**config.mk**
```make
export PLATFORM = sky130hd
export DESIGN_NAME = mem_stage
export DESIGN_NICKNAME = d
export VERILOG_FILES = /design/src/rtl/mem_stage_pkg.sv /design/src/rtl/load_store_align.sv /design/src/rtl/mem_stage.sv
export SDC_FILE = /design/constraint.sdc
export NUM_CORES = 1
export LEC_CHECK = 0
export BUFFER_PORTS_ARGS = -buffer_cell sky130_fd_sc_hd__buf_2
export CAP_MARGIN = 20
export CORE_ASPECT_RATIO = 1.4
export CORE_MARGIN = 2
export CORE_UTILIZATION = 37
export DETAILED_ROUTE_END_ITERATION = 10
export GPL_TIMING_DRIVEN = 0
export PLACE_DENSITY = 0.66
export SLEW_MARGIN = 10
export SYNTH_ARGS = -nofsm -noshare
export SYNTH_HDL_FRONTEND = slang
export SYNTH_SLANG_ARGS = --single-unit
```
**constraint.sdc**
```tcl
create_clock -name clk -period 5.1 [get_ports clk]
set_input_delay 1.275 -clock clk [delete_from_list [all_inputs] [get_ports clk]]
set_output_delay 1.275 -clock clk [all_outputs]
set_load 0.05 [all_outputs]
```
**src/rtl/mem_stage_pkg.sv**
```systemverilog
// Shared types and byte-lane constants for the MIPS memory-access stage.
// Big-endian lanes: byte offset 0 lives in bits [31:24], which is enable bit 3.
package mem_stage_pkg;

   typedef enum logic [3:0] {
      OP_NONE = 4'd0,
      OP_LB   = 4'd1,
      OP_LBU  = 4'd2,
      OP_LH   = 4'd3,
      OP_LHU  = 4'd4,
      OP_LW   = 4'd5,
      OP_SB   = 4'd6,
      OP_SH   = 4'd7,
      OP_SW   = 4'd8
   } mem_op_t;

   typedef enum logic [1:0] {
      ST_IDLE   = 2'd0,
      ST_ACCESS = 2'd1,
      ST_DONE   = 2'd2
   } state_t;

   localparam logic [3:0] BE_B0 = 4'b1000;
   localparam logic [3:0] BE_B1 = 4'b0100;
   localparam logic [3:0] BE_B2 = 4'b0010;
   localparam logic [3:0] BE_B3 = 4'b0001;
   localparam logic [3:0] BE_H0 = 4'b1100;
   localparam logic [3:0] BE_H1 = 4'b0011;
   localparam logic [3:0] BE_W  = 4'b1111;

   function automatic logic is_store(input mem_op_t op);
      return (op == OP_SB) || (op == OP_SH) || (op == OP_SW);
   endfunction

   function automatic logic is_misaligned(input mem_op_t op, input logic [1:0] offset);
      case (op)
         OP_LH, OP_LHU, OP_SH: return offset[0];
         OP_LW, OP_SW:         return offset != 2'b00;
         default:              return 1'b0;
      endcase
   endfunction

endpackage

```
**src/rtl/load_store_align.sv**
```systemverilog
// Combinational byte-lane steering: store enables/replication and load
// lane selection with sign or zero extension.
module load_store_align
   import mem_stage_pkg::*;
(
   input  logic [3:0]  st_op,
   input  logic [1:0]  st_offset,
   input  logic [31:0] st_data,
   output logic [3:0]  st_be,
   output logic [31:0] st_wdata,
   input  logic [3:0]  ld_op,
   input  logic [1:0]  ld_offset,
   input  logic [31:0] ld_word,
   output logic [31:0] ld_data
);

   logic [7:0]  byte_sel;
   logic [15:0] half_sel;

   always_comb begin
      st_be    = BE_W;
      st_wdata = st_data;
      case (mem_op_t'(st_op))
         OP_SB: begin
            st_wdata = {4{st_data[7:0]}};
            case (st_offset)
               2'd0:    st_be = BE_B0;
               2'd1:    st_be = BE_B1;
               2'd2:    st_be = BE_B2;
               default: st_be = BE_B3;
            endcase
         end
         OP_SH: begin
            st_wdata = {2{st_data[15:0]}};
            st_be    = st_offset[1] ? BE_H1 : BE_H0;
         end
         default: ;
      endcase
   end

   // Halfwords only look at offset[1]; a stray offset[0] is either trapped upstream or ignored.
   always_comb begin
      case (ld_offset)
         2'd0:    byte_sel = ld_word[31:24];
         2'd1:    byte_sel = ld_word[23:16];
         2'd2:    byte_sel = ld_word[15:8];
         default: byte_sel = ld_word[7:0];
      endcase
      half_sel = ld_offset[1] ? ld_word[15:0] : ld_word[31:16];
      case (mem_op_t'(ld_op))
         OP_LB:   ld_data = {{24{byte_sel[7]}}, byte_sel};
         OP_LBU:  ld_data = {24'd0, byte_sel};
         OP_LH:   ld_data = {{16{half_sel[15]}}, half_sel};
         OP_LHU:  ld_data = {16'd0, half_sel};
         default: ld_data = ld_word;
      endcase
   end

endmodule

```
**src/rtl/mem_stage.sv**
```systemverilog
// MIPS memory-access stage: one instruction at a time over a req/ack data port.
// Define MEM_STAGE_MISALIGN_TRAP_EN to trap misaligned halfword/word accesses.
module mem_stage
   import mem_stage_pkg::*;
#(
   parameter int ADDR_W = 32,
   parameter int DATA_W = 32
) (
   input  logic              clk,
   input  logic              rst,
   input  logic              ex_valid,
   output logic              ex_ready,
   input  logic [3:0]        ex_op,
   input  logic [ADDR_W-1:0] ex_addr,
   input  logic [31:0]       ex_wdata,
   input  logic [31:0]       ex_result,
   input  logic [4:0]        ex_rd,
   input  logic              ex_reg_we,
   output logic              dm_req,
   output logic              dm_we,
   output logic [ADDR_W-1:0] dm_addr,
   output logic [3:0]        dm_be,
   output logic [31:0]       dm_wdata,
   input  logic              dm_ack,
   input  logic [31:0]       dm_rdata,
   output logic              wb_valid,
   output logic [4:0]        wb_rd,
   output logic              wb_we,
   output logic [31:0]       wb_data,
   output logic              wb_exc,
   output logic              stall
);

   state_t      state;
   logic [3:0]  op_q;
   logic [1:0]  offset_q;
   logic [3:0]  st_be;
   logic [31:0] st_wdata;
   logic [31:0] ld_data;
   logic [31:0] addr_word;
   logic        trap;
   mem_op_t     ex_op_e;

   assign ex_op_e   = mem_op_t'(ex_op);
   assign addr_word = 32'(ex_addr);
   assign ex_ready  = rst && (state == ST_IDLE);
   assign stall     = rst && (state != ST_IDLE);

`ifdef MEM_STAGE_MISALIGN_TRAP_EN
   assign trap = is_misaligned(ex_op_e, ex_addr[1:0]);
`else
   assign trap = 1'b0;
`endif

   load_store_align u_align (
      .st_op     (ex_op),
      .st_offset (ex_addr[1:0]),
      .st_data   (ex_wdata),
      .st_be     (st_be),
      .st_wdata  (st_wdata),
      .ld_op     (op_q),
      .ld_offset (offset_q),
      .ld_word   (dm_rdata),
      .ld_data   (ld_data)
   );

   // Request fields are captured at acceptance and held untouched until ack.
   always_ff @(posedge clk) begin
      if (!rst) begin
         state    <= ST_IDLE;
         op_q     <= OP_NONE;
         offset_q <= 2'd0;
         dm_req   <= 1'b0;
         dm_we    <= 1'b0;
         dm_addr  <= '0;
         dm_be    <= 4'd0;
         dm_wdata <= 32'd0;
         wb_valid <= 1'b0;
         wb_rd    <= 5'd0;
         wb_we    <= 1'b0;
         wb_data  <= 32'd0;
         wb_exc   <= 1'b0;
      end else begin
         case (state)
            ST_IDLE: begin
               if (ex_valid) begin
                  wb_rd    <= ex_rd;
                  op_q     <= ex_op;
                  offset_q <= ex_addr[1:0];
                  wb_exc   <= 1'b0;
                  if (trap) begin
                     state    <= ST_DONE;
                     wb_valid <= 1'b1;
                     wb_exc   <= 1'b1;
                     wb_we    <= 1'b0;
                     wb_data  <= addr_word;
                  end else if (ex_op_e == OP_NONE) begin
                     state    <= ST_DONE;
                     wb_valid <= 1'b1;
                     wb_we    <= ex_reg_we;
                     wb_data  <= ex_result;
                  end else begin
                     state    <= ST_ACCESS;
                     dm_req   <= 1'b1;
                     dm_we    <= is_store(ex_op_e);
                     dm_addr  <= {ex_addr[ADDR_W-1:2], 2'b00};
                     dm_be    <= is_store(ex_op_e) ? st_be : BE_W;
                     dm_wdata <= st_wdata;
                     wb_we    <= ex_reg_we && !is_store(ex_op_e);
                  end
               end
            end
            ST_ACCESS: begin
               if (dm_ack) begin
                  state    <= ST_DONE;
                  dm_req   <= 1'b0;
                  dm_we    <= 1'b0;
                  wb_valid <= 1'b1;
                  if (!is_store(mem_op_t'(op_q)))
                     wb_data <= ld_data;
               end
            end
            ST_DONE: begin
               state    <= ST_IDLE;
               wb_valid <= 1'b0;
            end
            default: state <= ST_IDLE;
         endcase
      end
   end

endmodule
```
==> results list, run 1 <==
- The routed layout has 5912 vias.
- Largest area contributor in the synthesized netlist: dfxtp_1
* Relative slew slack: 53.6%
- After clock tree synthesis, the setup repair step added 0 buffers.
- Crit Reg-Reg Startpoint: offset_q[1]$_SDFFE_PN0P_
- Setup repair after global routing left no endpoint under its margin.
- Crit path capture: stall
- Remaining DRCs: 0
- Fraction of the yosys area taken by sequential cells: 41.8%
- Number of clock buffers inserted by TritonCTS: 17
* Leakage: 3.45 nW
* Peak supply drop: 199 uV
- In this run, synthesis inferred 0 flip-flops with an integrated enable.
- Endpoint kind of the worst setup timing path: output pin
* Clock tree buffer depth: 2
* Overall overflow remaining after global route: 0
* Total wire length after detailed routing: 19400 um
- In this run, distinct cell masters in the synthesized netlist total 57.
- For flop-to-flop paths, the worst setup slack is 2.88 ns.
- Clock tree synthesis found a total of 115 sinks.
- Compared with the post-synthesis result, the final layout area differs by 38.7%.
* Overall fraction of global-route tracks in use: 24.2%
- After legalization and detailed placement, the total HPWL measured 15100 um.
- Excluding fillers, the count of instances in the completed layout stands at 1156.
- At the end of routability-driven placement, the weighted congestion stood at 0.882.
- Maximum number of pins on one net before global-route repair: 17
* Fin nets: 1095
* Final period util: 77.6%
- During I/O placement, the number of pins put on the boundary was 254.
* Post-Place Cells: 1123
- Derived from the worst setup path, the maximum achievable clock frequency is 253 MHz.
* Vias in the first global route: 5810
* Setup TNS: 0 ns
- Element type at the critical path start: primary input
- TritonCTS built the clock tree.
* Vert. Die Dim: 148 um
- In the final layout, flip-flops and latches occupy 2300 sq um.
- Most frequent cells after synthesis: nand2_1 (152), dfxtp_1 (115), a21oi_1 (90)
- STA puts the critical path data arrival time at 2.68 ns.
- Synth area leaders: dfxtp_1 (42%), nand2_1 (10%), a21oi_1 (8.2%)
- Final Hold Vio Count: 0
- Measured along the x axis, the die boundary spans 107 um.
* CTS clock-pin slew for the worst setup and hold paths: 0.06 ns
* Gate Count Post-Synth: 683
- Tracing the worst setup path back leads to its startpoint at rst.
* Flip-flop and latch count after synthesis: 115
- Hold timing on the final database bottoms out at a slack of 0.451 ns.
- The first detailed-routing pass ran for 5 iterations.
- Count of synthesis-stage warnings from yosys: 0
- Dominant cell by count in the synthesized netlist: nand2_1
- Global-route wire length before repair: 29800 um
- Final Critical Period: 3.96 ns
- For the worst setup path, the data required time is 3.83 ns.
- Area used by multi-input combinational logic: 2730 sq um
- Count of maximum capacitance violations: 0
- The number of gates resized after CTS was 0.
- The min-delay analysis places its worst path in the category reg2reg.
* Final Skew: 0.00843 ns
- The die covers 15900 sq um.
- The clock reaches the later pin of the worst-skew pair after 0.41 ns.
- The filler cells instantiated in the layout total 1460.
- Fraction of final layout cells with drive strength greater than 1: 35.6%
* Number of routed nets with antenna violations: 0
- Share of Yosys cell area claimed by the top area cell type: 41.8%
* Initial antenna violation count: 1
* Outcome: completed
- In this run the worst path has a maximum fanout of 10.
- The initialized floorplan defines 52 standard-cell rows.
* Cell area after synthesis: 5510 sq um
- Capture instance of the worst register-to-register path: wb_data[5]$_SDFFE_PN0P_
* Port Buffers: 249
- Detailed-route vias per instance: 5.11
* Core footprint: 14500 sq um
- The worst register-to-register path has a depth of 6.
- Pwr per Cell Area: 397 nW/um^2
- For this run, asynchronously set or reset flops after synthesis account for 0%.
- At the pin with the least slew margin, the transition time is 0.688 ns.
- The design draws 0.00303 W.
- Among all flip-flop cells after synthesis, the most frequent one is dfxtp_1.
- Setup Viol. Count Final: 0
- The worst setup path is of the in2out kind.
* Hold-fix buffer count after cts: 0
* Post-detailed-route wirelength per cell: 16.8 um
- Mean cell area of the mapped netlist: 8.06 sq um
* Initial drt markers: 350
- Initial Utilization: 38.0%
- Library cell used as clock root buffer: clkbuf_16
- Fin. max-slew vios: 0
* Count of H-tree levels built during CTS: 4
[through the flow]
stage | area (sq um) | setup slack [ns] | utilization (%)
final | 7640 | 1.14 | 52.7
after global routing | 7640 | 0.962 | 52.7
after CTS | 7640 | 1.12 | 52.6
after detailed placement | 7000 | 1.13 | 48.2
after global placement | 7000 | 1.12 | 48.2
after floorplan | 5510 | 1.12 | -
[cells by family after synthesis]
kind of cell / after synthesis / synth area share, %
AO/OA/AOI/OAI: 199 / 23.9
XOR/XNOR: 1 / 0.159
buffers and inverters: 88 / 8.82
flip-flops: 115 / 41.8
multiplexers: 22 / 5.02
other: 1 / 0.0681
AND/OR/NAND/NOR: 257 / 20.2
[worst max-delay path: stages]
cell and delay [ns]:
clkbuf_8 0.15, inv_1 0.10, clkbuf_1 0.41, buf_1 0.43, nor2_1 0.09, buf_2 0.23
[cell type report]
class | count | area share (%)
diodes | 1 | 0.0328
plain buffers | 60 | 4.98
clock buffers | 17 | 5.57
clock inverters | 15 | 2.82
inverters | 28 | 1.38
multi-input cells | 482 | 35.7
flip-flops and latches | 115 | 30.1
well taps | 189 | 3.10
repair buffers | 249 | 16.3
[power by group]
part           switching, W  internal [W]
combinational      0.000509      0.000214
sequential        0.0000326      0.000968
clock              0.000478      0.000833
[worst min-delay path by stage]
stage | from | to | slack, ns | cells after the start
after global routing | dm_addr[29]$_SDFFE_PN0P_ | dm_addr[29]$_SDFFE_PN0P_ | 0.46 | 2
after detailed placement | wb_data[25]$_SDFFE_PN0P_ | wb_data[25]$_SDFFE_PN0P_ | 0.44 | 2
after floorplan | offset_q[0]$_SDFFE_PN0P_ | offset_q[0]$_SDFFE_PN0P_ | 0.60 | 3
after global placement | wb_we$_SDFFE_PN0P_ | wb_we$_SDFFE_PN0P_ | 0.44 | 2
final | dm_addr[22]$_SDFFE_PN0P_ | dm_addr[22]$_SDFFE_PN0P_ | 0.45 | 2
after CTS | dm_addr[29]$_SDFFE_PN0P_ | dm_addr[29]$_SDFFE_PN0P_ | 0.45 | 2
[cells in the final DEF, fill, tap and decap left out, drive strengths merged, types with 16 or more instances in the layout]
cell | Yosys | final
dfxtp | 115 | 115
a21oi | 91 | 91
a311oi | 16 | 16
clkbuf | 24 | 41
buf | 34 | 283
o32ai | 26 | 26
nand2 | 155 | 155
inv | 28 | 36
o21ai | 22 | 22
nor2 | 66 | 66
[registers in the layout (all words and copies together) (netlist names)]
name,cells
dm_wdata,32
wb_data,32
dm_addr,30
wb_rd,5
dm_be,4
op_q,4
offset_q,2
state,2
dm_req,1
dm_we,1
wb_valid,1
wb_we,1
[per-layer routing]
metal	vias up	track usage [%]	part of all wire, %
li1	2937	-	-
met1	2653	25.9	38
met2	278	42.3	50
met3	44	8.68	8.9
met4	0	10.4	3.6
met5	-	0	0
No activity file was read; power rests on OpenSTA's default activity.
==> inputs of run 2 (changes only) <==
- ABC_AREA: not set -> 1
- PLACE_DENSITY: 0.66 -> 0.65
- clock period: 5.1 -> 3.9 ns (I/O delays scaled with it)
==> results list, run 2 <==
* Most frequent cells after synthesis: nand2_1 (145), nor2_1 (135), dfxtp_1 (115)
* Die span in x: 109 um (+1.4%)
* Data arrival, critical path: 2.00 ns (-0.68 ns)
* CTS clock-pin slew for the worst setup and hold paths: 0.06 ns (about the same)
- Largest registers: dm_wdata x32, wb_data x32, dm_addr x30
- The number of antenna violations at the first check in global routing is 1 (unchanged).
- Final Critical Period: 2.97 ns
- Relative to the synthesized area, the layout overhead comes to 36.6%.
* Critical Path RT: 2.92 ns (-0.91 ns)
- Maximum number of pins on one net before global-route repair: 17 (unchanged)
- In the post-synthesis netlist, the biggest area contributors are dfxtp_1 (41%), nand2_1 (9.6%), nor2_1 (8.9%).
- Top_reg_cell synth: dfxtp_1
- Floorplan die area: 16300 sq um (+2.8%)
* Endpoint kind of the worst setup timing path: output pin
* Post-Place Cells: 1265 (+13%)
- The unique cell type count in the Yosys netlist is 30 (-47%).
- Relative slew slack: 60.2% (+6.6 points)
* Final period util: 76.2%
* Commonest non-fill, non-tap cells in the layout: buf_2 (266), nand2_1 (145), nor2_1 (135), dfxtp_1 (115), o21ai_0 (92)
- STA classifies the critical path startpoint as a primary input.
* Final Hold Vio Count: 0 (unchanged)
- The number of gates resized after CTS came to 0 (unchanged).
* Post CTS Setup Buffer Count: 0 (unchanged)
- The static leakage came to 3.83 nW (+11%).
- The chip height is 150 um (+1.4%).
- Later-pin clock latency in the skew report: 0.41 ns (about the same)
- Number of sinks on the clock net: 115 (unchanged)
* Detailed-routing iteration count for the pre-antenna-repair pass: 5 (unchanged)
* Count of synthesis-stage warnings from yosys: 0 (unchanged)
- Busiest layer in global routing: met2
- Mean cell area of the mapped netlist: 6.89 sq um (-14%)
* Library cell used as clock root buffer: clkbuf_16
* Post-detailed-route wirelength per cell: 16.4 um (-2.1%)
- The largest fanout on the critical path was 10 (unchanged).
* Total half-perimeter wirelength after legalization and detailed placement: 16500 um (+9.2%)
* Number of clock buffers inserted by TritonCTS: 17 (unchanged)
- The power per cell area is 541 nW/um^2 (+36%).
- The global routing usage on met3 is 6.49% (-2.2 points).
- Tightest Pin Transition: 0.597 ns (-0.0912 ns)
* Fin nets: 1234 (+13%)
- Boundary Pins: 254 (unchanged)
* Fraction of the yosys area taken by sequential cells: 40.6% (-1.2 points)
* Number of fillers in the final layout: 1631 (+12%)
- Peak supply drop: 245 uV (+23%)
- Vias in the first global route: 6576 (+13%)
- The number of diodes added for antenna fixing is 0 (-1).
* Core footprint: 15000 sq um (+3.3%)
- The weighted congestion reported at the end of routability-driven placement is 0.974 (+10%).
- Cell area after synthesis: 5670 sq um (+2.9%)
- Leaving out fill and tap cells, the most frequent cell in the layout is buf_2.
- The number of max-cap violations is 0 (unchanged).
- The row count is 53 (+1.9%).
- TritonCTS clock tree: done
* Gate Count Post-Synth: 822 (+20%)
- EDFF count, synth: 0 (unchanged)
- Overall overflow remaining after global route: 0 (unchanged)
- Non-filler cells, final: 1296 (+12%)
* Global-route wire length before repair: 32800 um (+10%)
- Count of H-tree levels built during CTS: 4 (unchanged)
* Initial drt markers: 292 (-17%)
- Unrepaired setup endpoints after global routing: no
- The number of hold buffers added after cts is 0 (unchanged).
* Crit path capture: stall
- Outcome: completed
* Share of Yosys cell area claimed by the top area cell type: 40.6% (-1.2 points)
* Crit. Startpoint: rst
- The routed wire length was 21300 um (+9.8%).
* Number of routed nets with antenna violations: 0 (unchanged)
* Detailed-route via count: 6621 (+12%)
- Start-to-end type of the worst setup path: in2out
- The final-report setup violation count is 0 (unchanged).
- Synth async-reset ratio: 0% (unchanged)
- Capture instance of the worst register-to-register path: wb_data[6]$_SDFFE_PN0P_
- The tightest min-delay check is of the reg2reg type.
- Port Buffers: 249 (unchanged)
* Dominant cell by count in the synthesized netlist: nand2_1
* Clock tree buffer depth: 2 (unchanged)
* Overall fraction of global-route tracks in use: 26.0% (+1.8 points)
- The met2 demand-to-capacity share in global routing was 47.3% (+4.9 points).
* Max Fclk: 337 MHz
- The initial core utilization was 37.8% (-0.14 points).
- Final Skew: 0.00770 ns (-0.000731 ns)
- Largest area contributor in the synthesized netlist: dfxtp_1
* Fin. max-slew vios: 0 (unchanged)
- The layout cell share with drive strength beyond 1 came to 32.1% (-3.5 points).
- Crit Reg-Reg Startpoint: offset_q[1]$_SDFFE_PN0P_
- The detailed-route DRC error count is 0 (unchanged).
- The reg2reg setup slack came to 2.22 ns (-0.66 ns).
- The post-synthesis register bit count was 115 (unchanged).
- The setup TNS was 0 ns (unchanged).
- Detailed-route vias per instance: 5.11 (-0.11%)
- The met1 routing resource usage after global routing is 27.3% (+1.3 points).
- The worst reg2reg path depth was 8 (+2).
-- run 2: routing by layer --
layer	vias up	wire (um)
met4	2	819
met1	3018	8020
li1	3289	-
met2	265	10900
met5	-	13
met3	47	1530
-- run 2: through the flow --
step,cell area (sq um),power [W],hold WS [ns],setup WS (ns),utilization [%]
after detailed placement,7160,0.00266,0.453,0.935,47.8
after global routing,7740,0.00438,0.487,0.784,51.7
after CTS,7740,0.00422,0.460,0.932,51.7
final,7740,0.00419,0.458,0.928,51.7
after global placement,7160,0.00265,0.449,0.925,47.8
after floorplan,5670,0.00229,0.492,1.02,-
-- run 2: cells by family after synthesis --
family                 after synthesis  synth area share, %
and+or+nand+nor                    371                 29.0
AOI/OAI and AO/OA                  242                 22.3
DFF                                115                 40.6
buffers and inverters               93                 8.04
other                                1               0.0662
-- run 2: layout make-up --
type	instances	area (sq um)	share of cell area (%)
Buffer	60	329	4.25
Clock buffer	17	425	5.49
Clock inverter	14	156	2.02
Inverter	33	126	1.63
Multi-Input combinational cell	616	2920	37.7
Sequential cell	115	2300	29.7
Tap cell	192	240	3.10
Timing Repair Buffer	249	1250	16.1
-- run 2: power breakdown --
part / switching [W] / internal [W]
logic: 0.000927 / 0.000340
clock network: 0.000608 / 0.000944
registers: 0.0000654 / 0.00131
-- run 2: worst min path at each step --
| stage | cells past startpoint | startpoint | slack (ns) | end |
|---|---|---|---|---|
| after floorplan | 2 | op_q[1]$_SDFFE_PN0P_ | 0.49 | op_q[1]$_SDFFE_PN0P_ |
| after global placement | 2 | dm_we$_SDFFE_PN0P_ | 0.45 | dm_we$_SDFFE_PN0P_ |
| after detailed placement | 2 | dm_we$_SDFFE_PN0P_ | 0.45 | dm_we$_SDFFE_PN0P_ |
| after CTS | 2 | dm_we$_SDFFE_PN0P_ | 0.46 | dm_we$_SDFFE_PN0P_ |
| after global routing | 2 | wb_data[5]$_SDFFE_PN0P_ | 0.49 | wb_data[5]$_SDFFE_PN0P_ |
| final | 2 | dm_we$_SDFFE_PN0P_ | 0.46 | dm_we$_SDFFE_PN0P_ |
-- run 2: critical path, stage by stage --
cell and delay (ns):
buf_2 0.13, inv_1 0.17, clkbuf_1 0.40, nor2_1 0.09
buf_2 0.23
==> inputs of run 3 (changes only) <==
- PLACE_DENSITY: 0.65 -> 0.68
- clock period: 3.9 -> 2.4 ns (I/O delays scaled with it)
==> results list, run 3 (synthesized netlist as in run 2, its figures left out) <==
- The number of detailed-routing iterations run before antenna repair came to 4 (-1).
- The H-tree depth was 4 (unchanged).
* Ordered list of cells on the worst path: buf_2, inv_1, clkbuf_1, nor2_1, buf_2
- The final critical path takes up 92.3% of the cycle.
- The number of diodes added for antenna fixing is 0 (unchanged).
- Peak supply drop: 546 uV (+120%)
* Crit Reg-Reg Startpoint: state[0]$_SDFFE_PN0P_
* Global-route wire length before repair: 32300 um (-1.6%)
* Initial drt markers: 258 (-12%)
* Library cell used as clock root buffer: clkbuf_16
- Relative slew slack: 59.0% (-1.2 points)
* Endpoint kind of the worst setup timing path: output pin
- The final-report setup violation count is 0 (unchanged).
- The worst path in the final design needs a cycle of 2.22 ns, including I/O delays and setup.
* FF-to-FF setup slack: 0.65 ns (-1.57 ns)
* Maximum number of pins on one net before global-route repair: 17 (unchanged)
- The data required time at the worst endpoint was 1.80 ns (-1.12 ns).
- The internal portion of total power was 0.00424 W (+64%).
* Cell row count: 53 (unchanged)
- The final-stage net count was 1234 (unchanged).
* Port Buffers: 249 (unchanged)
- The layout cell share with drive strength beyond 1 was 32.0% (about the same).
- TritonCTS clock tree: done
- The floorplan die area came to 16300 sq um (unchanged).
- Largest stage delay on the critical path: 0.39 ns (about the same)
* Overall fraction of global-route tracks in use: 25.7% (-0.25 points)
- The worst hold path terminates at dm_addr[19]$_SDFFE_PN0P_.
- STA classifies the critical path startpoint as a primary input.
* Worst hold path startpoint: ex_addr[19]
* Detailed-route vias per instance: 5.08 (-0.61%)
* Number of clock buffers inserted by TritonCTS: 17 (unchanged)
- The arrival time of data at the critical path endpoint was 1.62 ns (-0.38 ns).
* Post-detailed-route wirelength per cell: 16.1 um (-1.8%)
- Type of the most critical hold path: in2reg
- The library cell used most frequently in the layout, excluding fill and tap cells, is buf_2.
- The buffering stage count on the worst path with inverters included is 4 (unchanged).
- In the layout the commonest cells are buf_2 (266), nand2_1 (145), nor2_1 (135), dfxtp_1 (115), o21ai_0 (92).
- Final GP Congestion: 0.955 (-1.9%)
- The maximum clock path buffer count was 2 (unchanged).
* Number of routed nets with antenna violations: 0 (unchanged)
* Final Skew: 0.0137 ns (+0.00599 ns)
- The worst hold path stage count was 3 (+1).
- The routed wire length is 20900 um (-1.7%).
- Unrepaired setup endpoints after global routing: no
- Area growth syn-to-layout: 36.9%
- The via count of the first global-routing pass is 6393 (-2.8%).
* Area used by multi-input combinational logic: 2920 sq um (unchanged)
- Sw Pwr: 0.00263 W (+64%)
* Start-to-end type of the worst setup path: in2out
- The final worst-path setup slack is 0.185 ns (-0.744 ns).
- CTS clock-pin slew for the worst setup and hold paths: 0.06 ns (about the same)
* Overall overflow remaining after global route: 0 (unchanged)
* Hold-fix buffer count after cts: 0 (unchanged)
- Vert. Die Dim: 150 um (unchanged)
- The combinational fraction of design power came to 29.8% (-0.4 points).
* Initial Utilization: 37.8% (unchanged)
- Grouping stages by cell kind, the critical path spends the most delay in buffers and inverters.
- The fill cell total of the finished layout is 1613 (-1.1%).
- The number of slew-limit violations in the final report came to 0 (unchanged).
- The slowest stage of the critical path is the clkbuf_1 cell.
- Final Hold Vio Count: 0 (unchanged)
- The number of antenna violations at the first check in global routing was 0 (-1).
* Reg power frac: 32.5% (-0.2 points)
- The worst setup slack before clock tree synthesis is 0.163 ns (-0.772 ns).
* Detailed-route via count: 6586 (-0.53%)
- The overall die width came to 109 um (unchanged).
- Outcome: completed
- The slew at the pin with the worst max-slew slack was 0.615 ns (+0.0181 ns).
* Smallest hold slack: 0.411 ns (-0.0471 ns)
- The number of gates resized after CTS was 0 (unchanged).
- Later-pin clock latency in the skew report: 0.41 ns (about the same)
* Boundary Pins: 254 (unchanged)
- The count of buffers added by post-CTS timing repair for setup was 0 (unchanged).
* Number of sinks on the clock net: 115 (unchanged)
- Part of the power in the clock network: 37.7% (+0.7 points)
* Peak fanout along the critical path: 10 (unchanged)
- Cell seen most often among critical-path stages: buf_2
* Capture instance of the worst register-to-register path: wb_data[6]$_SDFFE_PN0P_
- Leakage: 3.84 nW (+0.27%)
* Remaining DRCs: 0 (unchanged)
- Largest registers: dm_wdata x32, wb_data x32, dm_addr x30
* Pwr per Cell Area: 885 nW/um^2 (+64%)
* Area of all sequential standard cells: 2300 sq um (unchanged)
- Based on the critical path, the design can be clocked at up to 451 MHz.
- Worst reg2reg path depth: 6 (-2)
- Total half-perimeter wirelength after legalization and detailed placement: 16400 um (-0.58%)
- Switching part of the total power: 38.3% (+0.12 points)
- Core footprint: 15000 sq um (unchanged)
- The number of max-cap violations was 0 (unchanged).
- Setup TNS: 0 ns (unchanged)
- Crit. Startpoint: rst
-- run 3: cell count changes in the layout (fill, tap and decap cells not counted) --
cell / before / now
clkinv_4: 5 / 2
inv_8: 0 / 2
inv_6: 2 / 5
clkinv_2: 1 / 0
clkinvlp_4: 4 / 3
clkbuf_1: 27 / 28
-- run 3: area by class of cell --
class                   instances  area share [%]
repair buffers                249            16.1
multi-input cells             616            37.6
inverters                      33            1.63
plain buffers                  60            4.24
well taps                     192            3.10
clock inverters                14            2.15
clock buffers                  18            5.53
flip-flops and latches        115            29.7
-- run 3: tightest hold or removal path, cell delays in order --
cell	delay, ns
buf_2	0.08
nor2_1	0.03
nor2_1	0.08
-- run 3: power groups by stage --
| stage | sequential (W) | combinational [W] | clock [W] |
|---|---|---|---|
| finish | 0.00223 | 0.00205 | 0.00259 |
| global route | 0.00225 | 0.00222 | 0.00271 |
| CTS | 0.00223 | 0.00206 | 0.00262 |
| detailed placement | 0.00226 | 0.00205 | 0 |
| global placement | 0.00226 | 0.00204 | 0 |
| floorplan | 0.00294 | 0.000783 | 0 |
-- run 3: worst max-delay path by stage --
stage	end	slack, ns	depth (start not counted)
after detailed placement	stall	0.16	5
after global placement	ex_ready	0.17	5
after global routing	stall	0.05	5
after floorplan	ex_ready	0.27	3
final	stall	0.18	5
after CTS	stall	0.16	5
-- run 3: through the flow --
stage	power, W	instance area (sq um)	std cells	utilization (%)
2_1_floorplan	0.00372	5670	824	-
4_1_cts	0.00690	7760	1297	51.8
3_5_place_dp	0.00432	7160	1265	47.8
6_report	0.00687	7760	1297	51.8
3_3_place_gp	0.00430	7160	1265	47.8
5_1_grt	0.00718	7760	1297	51.8
-- run 3: per-layer routing --
metal	up-vias	wire length [um]	global-route usage [%]
li1	3301	-	-
met5	-	0	0
met2	263	10700	46.6
met1	2979	7890	27.6
met3	43	1600	7.10
met4	0	698	11.2
